--- src/rtl/pipelined_array_multiplier.sv ---
// Three-stage WIDTH x WIDTH multiplier: operand regs, Baugh-Wooley carry-save array, Sklansky prefix adder.
// Optional narrow-overflow flag out_ovf is built when MULT_NARROW_OVF_EN is defined.
module pipelined_array_multiplier #(
  parameter int WIDTH = 8
) (
  input  logic                 clk,
  input  logic                 rst_n,
  input  logic                 in_valid,
  output logic                 in_ready,
  input  logic [WIDTH-1:0]     in_a,
  input  logic [WIDTH-1:0]     in_b,
  input  logic                 in_signed,
  output logic                 out_valid,
  input  logic                 out_ready,
  output logic [2*WIDTH-1:0]   out_product
`ifdef MULT_NARROW_OVF_EN
  ,
  output logic                 out_ovf
`endif
);

  localparam int PW  = 2 * WIDTH;
  localparam int LVL = $clog2(PW);

  logic             v1_q, v2_q, v3_q;
  logic             r1, r2, r3;
  logic [WIDTH-1:0] a_q, b_q;
  logic             sgn_q;
  logic [PW-1:0]    rowa_q, rowb_q, rowa_d, rowb_d;
  logic [PW-1:0]    prod_q, sum_d;

  assign r3        = !v3_q | out_ready;
  assign r2        = !v2_q | r3;
  assign r1        = !v1_q | r2;
  assign in_ready  = r1;
  assign out_valid = v3_q;
  assign out_product = prod_q;

  // Data registers only load from a valid source, so don't-care inputs never enter the datapath.
  always_ff @(posedge clk or negedge rst_n) begin
    if (!rst_n) begin
      v1_q  <= 1'b0;
      a_q   <= '0;
      b_q   <= '0;
      sgn_q <= 1'b0;
    end else if (r1) begin
      v1_q <= in_valid;
      if (in_valid) begin
        a_q   <= in_a;
        b_q   <= in_b;
        sgn_q <= in_signed;
      end
    end
  end

  // Linear carry-save array: each row is folded in with a 3:2 compressor, carries only shift left.
  // Signed mode inverts the cross terms with exactly one sign bit and adds 1 at bits WIDTH and PW-1.
  always_comb begin : csa_array
    logic [PW-1:0] s, c, row, t;
    s = '0;
    s[WIDTH] = sgn_q;
    s[PW-1]  = sgn_q;
    c = '0;
    for (int i = 0; i < WIDTH; i++) begin
      row = '0;
      for (int j = 0; j < WIDTH; j++)
        row[i+j] = (a_q[j] & b_q[i]) ^ (sgn_q & ((i == WIDTH-1) != (j == WIDTH-1)));
      t = s ^ c ^ row;
      c = ((s & c) | (s & row) | (c & row)) << 1;
      s = t;
    end
    rowa_d = s;
    rowb_d = c;
  end

`ifdef MULT_NARROW_OVF_EN
  logic sgn2_q, ovf_q, ovf_d;
`endif

  always_ff @(posedge clk or negedge rst_n) begin
    if (!rst_n) begin
      v2_q   <= 1'b0;
      rowa_q <= '0;
      rowb_q <= '0;
`ifdef MULT_NARROW_OVF_EN
      sgn2_q <= 1'b0;
`endif
    end else if (r2) begin
      v2_q <= v1_q;
      if (v1_q) begin
        rowa_q <= rowa_d;
        rowb_q <= rowb_d;
`ifdef MULT_NARROW_OVF_EN
        sgn2_q <= sgn_q;
`endif
      end
    end
  end

  // Sklansky prefix tree. Cells whose group reaches bit 0 are GREY (generate only), others BLACK.
  always_comb begin : prefix_add
    logic [PW-1:0] g, p, gn, pn, hp;
    int j;
    g  = rowa_q & rowb_q;
    p  = rowa_q ^ rowb_q;
    hp = p;
    for (int l = 0; l < LVL; l++) begin
      gn = g;
      pn = p;
      for (int i = 0; i < PW; i++) begin
        if (((i >> l) & 1) == 1) begin
          j = ((i >> l) << l) - 1;
          gn[i] = g[i] | (p[i] & g[j]);
          if ((i >> (l + 1)) != 0) pn[i] = p[i] & p[j];
        end
      end
      g = gn;
      p = pn;
    end
    sum_d = hp ^ {g[PW-2:0], 1'b0};
  end

`ifdef MULT_NARROW_OVF_EN
  always_comb begin
    if (sgn2_q) ovf_d = !((&sum_d[PW-1:WIDTH-1]) | ~(|sum_d[PW-1:WIDTH-1]));
    else        ovf_d = |sum_d[PW-1:WIDTH];
  end
  assign out_ovf = ovf_q;
`endif

  always_ff @(posedge clk or negedge rst_n) begin
    if (!rst_n) begin
      v3_q   <= 1'b0;
      prod_q <= '0;
`ifdef MULT_NARROW_OVF_EN
      ovf_q  <= 1'b0;
`endif
    end else if (r3) begin
      v3_q <= v2_q;
      if (v2_q) begin
        prod_q <= sum_d;
`ifdef MULT_NARROW_OVF_EN
        ovf_q  <= ovf_d;
`endif
      end
    end
  end

endmodule
--- config.mk ---
export PLATFORM = sky130hd
export DESIGN_NAME = pipelined_array_multiplier
export DESIGN_NICKNAME = d
export VERILOG_FILES = /design/src/rtl/pipelined_array_multiplier.sv
export SDC_FILE = /design/constraint.sdc
export NUM_CORES = 1
export LEC_CHECK = 0
export BUFFER_PORTS_ARGS = -buffer_cell sky130_fd_sc_hd__buf_4
export CAP_MARGIN = 10
export CORE_MARGIN = 2
export CORE_UTILIZATION = 50
export CTS_BUF_LIST = sky130_fd_sc_hd__clkbuf_16
export DETAILED_ROUTE_END_ITERATION = 6
export PLACE_DENSITY = 0.74
export SYNTH_ARGS = -nofsm -noshare
export SYNTH_HDL_FRONTEND = slang
export SYNTH_SLANG_ARGS = --single-unit
--- constraint.sdc ---
create_clock -name clk -period 8.07 [get_ports clk]
set_input_delay 0.4035 -clock clk [delete_from_list [all_inputs] [get_ports clk]]
set_output_delay 0.4035 -clock clk [all_outputs]
set_load 0.01 [all_outputs]
==> results of run 1 <==
[through the flow]
stage | utilization | hold slack [ns] | instances
2_1_floorplan | - | 0.108 | 390
3_3_place_gp | 0.552 | 0.447 | 511
3_5_place_dp | 0.552 | 0.455 | 511
4_1_cts | 0.586 | 0.180 | 525
5_1_grt | 0.586 | 0.225 | 525
6_report | 0.586 | 0.155 | 525
[final timing paths]
check / start / slack, ns / endpoint / depth (start not counted)
max reg2reg: sgn_q / 3.40 / rowa_q[8] / 10
max in group asynchronous: rst_n / 7.43 / b_q[0] / 1
min: rst_n / 0.16 / rowa_q[8] / 1
min reg2reg: rowa_q[6] / 0.46 / out_product[6] / 2
min in group clk: in_valid / 0.30 / v1_q / 2
max: sgn_q / 3.40 / rowa_q[8] / 10
[power by group through the flow]
stage                     clock (W)  sequential [W]  combinational, W
after CTS                  0.000362        0.000505           0.00100
after detailed placement          0        0.000508          0.000983
final                      0.000358        0.000503          0.000973
after global routing       0.000381        0.000521           0.00114
after floorplan                   0        0.000485          0.000751
after global placement            0        0.000503          0.000945
[cells by family (layout without fill, tap and decap cells)]
logic type                 Yosys count  after routing
adders and majority gates           65             65
DFF                                 60             60
buffers and inverters               66             96
xor gates and xnor gates            17             17
and+or+nand+nor                    128            128
muxes                               35             35
AOI/OAI and AO/OA                   19             19
[worst max-delay path: stages, from the launching register on]
cell and delay (ns):
dfrtp_1 0.85, ha_1 0.37, xor2_1 0.18, fa_1 0.55, fa_1 0.43, fa_1 0.51
fa_1 0.42, fa_1 0.49, inv_1 0.05, fa_1 0.43, mux2_2 0.28
[synth_stat cells]
cell type,number,area [µm²]
o311a_1,1,10.0
or3_1,1,6.26
o2111ai_1,2,17.5
mux2_2,25,282
fa_1,45,901
or4_1,2,15.0
xnor2_1,16,140
nand3_1,2,10.0
dfrtp_1,60,1500
buf_6,1,11.3
nand2b_1,7,43.8
nand2_1,90,338
o31a_1,2,17.5
nor2_1,1,3.75
nand3b_1,1,7.51
o21ai_0,13,65.1
buf_2,6,30.0
nand4_1,1,6.26
mux2_4,10,150
and2_1,18,113
nor2b_1,1,6.26
inv_1,44,165
clkbuf_1,15,56.3
and2b_1,1,7.51
ha_1,20,250
nand2_2,1,6.26
xor2_1,1,8.76
nand3_2,1,10.0
nand2_4,1,11.3
o21a_1,1,7.51
[per-layer routing]
layer | vias to the layer above | part of all wire | global-route usage
met5 | - | 0 | 0
met3 | 11 | 0.031 | 0.0395
met2 | 34 | 0.51 | 0.281
met4 | 0 | 0.020 | 0.0786
li1 | 1265 | - | -
met1 | 1367 | 0.44 | 0.223
[state kept, by name (all words and copies together), names as in the netlist]
signal	flops
a_q	8
b_q	8
out_product	16
out_valid	1
rowa_q	16
rowb_q	8
sgn_q	1
v1_q	1
v2_q	1
[final cells by class]
class,instances,area share
Timing Repair Buffer,38,0.0596
Inverter,44,0.0345
Clock inverter,5,0.00967
Multi-Input combinational cell,264,0.508
Sequential cell,60,0.314
Tap cell,105,0.0274
Clock buffer,9,0.0470
==> results.json, run 1 <==
{
  "fin_ws_ns": 3.40,
  "synth-seq-cells": 60,
  "clock_path_buffers": 2,
  "arrival_ns": 4.88,
  "outcome": "finished, final reports clean",
  "syn_to_final_growth_pct": 14.1,
  "endpoint_kind": "flop",
  "hold_buffers": 0,
  "synth_simple_gate_area_frac": 0.139,
  "drtPass1Iterations": 4,
  "die_h_um": 95.6,
  "final_cell_mix": "90 x nand2_1, 60 x dfrtp_1, 45 x inv_1, 45 x fa_1, 38 x buf_4",
  "die_area_mm2": 0.00914,
  "synth_fa_ha_area_frac": 0.274,
  "setup_viol": 0,
  "track_usage": 0.174,
  "critPathMaxFanout": 17,
  "clock_skew_ns": 0.00832,
  "drc": 0,
  "finalPower_w": 0.00183,
  "slew_violations": 0,
  "avgSynthCellArea_um2": 10.8,
  "h-tree-depth": 3,
  "grt_pass1_vias": 2659,
  "clk_latency_ns": 0.33,
  "grt_pass1_wl_mm": 12.1,
  "avgRoutedWirePerCell_um": 13.3,
  "layout_commonest_cell": "nand2_1",
  "p_sw_frac": 0.377,
  "initial_core_util": 0.513,
  "fmax_mhz": 214,
  "yosys.cell_types.count": 30,
  "routed_wl_mm": 7.01,
  "cts_root_buf": "clkbuf_16",
  "tns_ns": 0,
  "slew-limit-headroom": 0.301,
  "p_int_w": 0.00114,
  "synth-compound-area-share": 0.0280,
  "worstPathRequired_ns": 8.28,
  "cts_tree": "yes",
  "antenna_cells": 0,
  "detail_route.vias_per_cell": 5.10,
  "max_cap_viol_count": 0,
  "vias": 2677,
  "hold_class": "in -> async",
  "clk_pin_slew_worst_paths_ns": 0.05,
  "clock-sinks": 60,
  "power.switching_w": 0.000691,
  "syn_nets": 476,
  "synth_top_family_by_area": "adder cells",
  "drt-initial-drc-count": 51,
  "regArea_mm2": 0.00150,
  "synth.area.mux_share": 0.103,
  "postCtsSetupBuffers": 0,
  "cts_resized": 0,
  "p_seq_frac": 0.274,
  "fin_area_mm2": 0.00479,
  "post_dp_cell_area_mm2": 0.00452,
  "multi_input_area_mm2": 0.00243,
  "ir_worst_vdd_mv": 0.147,
  "startpoint_type": "flop",
  "place_hpwl_mm": 5.12,
  "fin_crit_ns": 4.67,
  "grt_max_degree": 61,
  "preCtsSetupSlack_ns": 3.39,
  "ios": 39,
  "syn_inst": 390,
  "p_leak_nw": 2.31,
  "gp_congestion": 0.816,
  "crit_type": "reg -> reg",
  "io_buffers": 38,
  "fillers": 707,
  "hold_viol_final": 0,
  "num-nets-final": 503,
  "antenna_found_initial": 0,
  "numCtsBuffers": 9,
  "overflow": 0,
  "pwr-share-comb": 0.531,
  "yosysWarningCount": 0,
  "ys_seq_area_frac": 0.358,
  "syn-cell-area_mm2": 0.00420,
  "worst_slew_pin_slew_ns": 1.05,
  "drive_gt1_frac": 0.207,
  "post-route-period-util": 0.579,
  "rsz0062_at_grt": "no",
  "yosys.area_share.xor_xnor": 0.0355,
  "die_w_um": 95.6,
  "num_rows": 33,
  "powerDensity_mw_per_mm2": 383,
  "placeableCoreArea_mm2": 0.00818,
  "antenna_left": 0,
  "clkPwrFrac": 0.195
}
Power figures use the tool's default switching activity.
==> run 2: changes to the inputs <==
Settings changed: ABC_AREA set to 1, PLACE_DENSITY 0.74 to 0.77.
Clock period 8.07 ns to 3.9 ns, I/O delays scaled along.
==> run 2 against run 1 <==
  * The flow now finishes with violations (setup timing)
  * Combinational power up 83%
  * First-iteration DRC count grew 130%
  * Clock skew about the same
  * Largest cell class unchanged
==> results.json, run 2 <==
{
  "initial_core_util": 0.518,
  "track_usage": 0.192,
  "fin_ws_ns": -0.172,
  "slew-limit-headroom": 0.508,
  "vias": 3081,
  "cts_root_buf": "clkbuf_16",
  "max_cap_viol_count": 0,
  "overflow": 0,
  "grt_pass1_wl_mm": 13.4,
  "synthMostInstantiatedCell": "nand2_1",
  "grt_pass1_vias": 2930,
  "rsz0062_at_grt": "yes",
  "clock_skew_ns": 0.00829,
  "powerDensity_mw_per_mm2": 724,
  "startpoint_type": "flop",
  "violations": "setup timing",
  "avgRoutedWirePerCell_um": 12.5,
  "syn-cell-area_mm2": 0.00428,
  "syn_inst": 497,
  "crit_type": "reg -> reg",
  "ios": 39,
  "ir_worst_vdd_mv": 0.285,
  "die_h_um": 96.5,
  "synthFlopType": "dfrtp_1",
  "final_cell_mix": "192 x nand2_1, 83 x inv_1, 59 x dfrtp_1",
  "synth_edf_count": 0,
  "post-route-period-util": 1.04,
  "die_w_um": 96.5,
  "antenna_cells": 0,
  "drc": 0,
  "fillers": 696,
  "drt-initial-drc-count": 118,
  "p_leak_nw": 2.70,
  "setup_viol": 9,
  "regArea_mm2": 0.00150,
  "ys_seq_area_frac": 0.351,
  "hold_class": "in -> reg",
  "clock_path_buffers": 2,
  "numCtsBuffers": 9,
  "clk_pin_slew_worst_paths_ns": 0.05,
  "avgSynthCellArea_um2": 8.61,
  "arrival_ns": 4.29,
  "synth.area.top_cells": "dfrtp_1 35%, fa_1 21%, nand2_1 17%",
  "num_rows": 33,
  "placeableCoreArea_mm2": 0.00826,
  "syn_to_final_growth_pct": 16.7,
  "clock-sinks": 60,
  "hold_viol_final": 0,
  "h-tree-depth": 3,
  "worstPathRequired_ns": 4.12,
  "outcome": "finished, violations left",
  "async_flop_share": 1.00,
  "critPathMaxFanout": 5,
  "yosys.cell_types.count": 23,
  "fin_crit_ns": 4.07,
  "num-nets-final": 621,
  "synth-seq-cells": 60,
  "synth_common_cells": "192 x nand2_1, 82 x inv_1, 60 x dfrtp_1",
  "worst_slew_pin_slew_ns": 0.739,
  "io_buffers": 38,
  "multi_input_area_mm2": 0.00232,
  "fmax_mhz": 246,
  "syn_nets": 583,
  "routed_wl_mm": 8.04,
  "place_hpwl_mm": 5.97,
  "slew_violations": 0,
  "preCtsSetupSlack_ns": -0.165,
  "detail_route.vias_per_cell": 4.78,
  "grt_max_degree": 61,
  "die_area_mm2": 0.00931,
  "cts_tree": "yes",
  "yosysWarningCount": 0,
  "drtPass1Iterations": 4,
  "hold-worst-slack_ns": 0.0954,
  "synth_top_area_cell": "dfrtp_1",
  "antenna_left": 0,
  "clk_latency_ns": 0.33,
  "gp_congestion": 0.834,
  "synth.top_cell.area_share": 0.351,
  "antenna_found_initial": 0,
  "rrSetupSlack_ns": -0.17,
  "layout_commonest_cell": "nand2_1",
  "drive_gt1_frac": 0.144,
  "endpoint_kind": "flop"
}
==> run 2: cell types whose count changed in the layout (fill, tap and decap cells not counted), moves of 7 or more <==
cell,before,now
buf_4,38,54
xor2_1,1,13
and2_1,18,1
mux2_4,10,0
inv_1,45,83
nand3_1,2,23
nand2b_1,7,0
nand2_1,90,192
mux2_2,25,0
xnor2_1,16,3
==> run 2: per-stage QoR <==
stage | area (µm²) | std cells | power (W) | util | TNS [ns]
3_5_place_dp | 4650 | 626 | 0.00278 | 0.563 | -0.840
5_1_grt | 4990 | 645 | 0.00399 | 0.605 | -2.64
4_1_cts | 4970 | 644 | 0.00365 | 0.602 | -1.04
2_1_floorplan | 4310 | 497 | 0.00230 | - | -0.103
3_3_place_gp | 4650 | 626 | 0.00268 | 0.563 | -0.141
6_report | 4990 | 645 | 0.00362 | 0.605 | -0.892
==> run 2: cell families after synthesis <==
logic type	Yosys count	synth area share
flip-flops	60	0.351
AND/OR/NAND/NOR	224	0.213
AO/OA/AOI/OAI	19	0.0222
buffers and inverters	112	0.110
XOR/XNOR	17	0.0348
adder cells (fa/ha/maj)	65	0.269
==> run 2: final cells by class <==
cell class	count	share of cell area
clock buffer	9	0.0451
multi-input combinational	325	0.464
sequential	60	0.301
timing repair buffer	55	0.0832
inverter	84	0.0632
clock inverter	7	0.0168
tap	105	0.0263
==> run 2: where the power goes <==
group,total [W],internal [W],switching [W]
logic,0.00178,0.000788,0.000994
clock network,0.000817,0.000550,0.000267
registers,0.00102,0.000852,0.000165
total,0.00362,0.00219,0.00143
==> run 2: timing repair <==
item	in CTS	in global routing
endpoints found under the hold margin	60	0
setup endpoints to repair	10	12
gates resized for setup	0	3
setup buffers	1	1
pin swaps	0	2
hold buffers	1	0
==> run 2: final timing paths <==
check,from,to,depth (start not counted)
min in group asynchronous,rst_n,out_product[11],2
max reg2reg,b_q[1],rowa_q[8],12
min reg2reg,rowa_q[5],out_product[5],2
min,in_b[4],b_q[4],3
max in group asynchronous,rst_n,b_q[0],2
max,b_q[1],rowa_q[8],12
==> run 2: critical path, cell delays in order, from the launching register on <==
cell,delay (ns)
dfrtp_1,0.40
nand2_1,0.07
ha_1,0.32
xor2_2,0.16
fa_1,0.51
fa_1,0.45
fa_1,0.53
fa_1,0.45
fa_1,0.50
inv_1,0.05
fa_1,0.42
nand2_1,0.07
nand2_1,0.05
==> run 2: routing by layer <==
layer  vias to the layer above  global-route usage  wire length [µm]
met5                         -                   0                 0
met3                        13              0.0473               291
li1                       1533                   -                 -
met2                        56               0.317              4030
met4                         0              0.0692               146
met1                      1479               0.247              3570
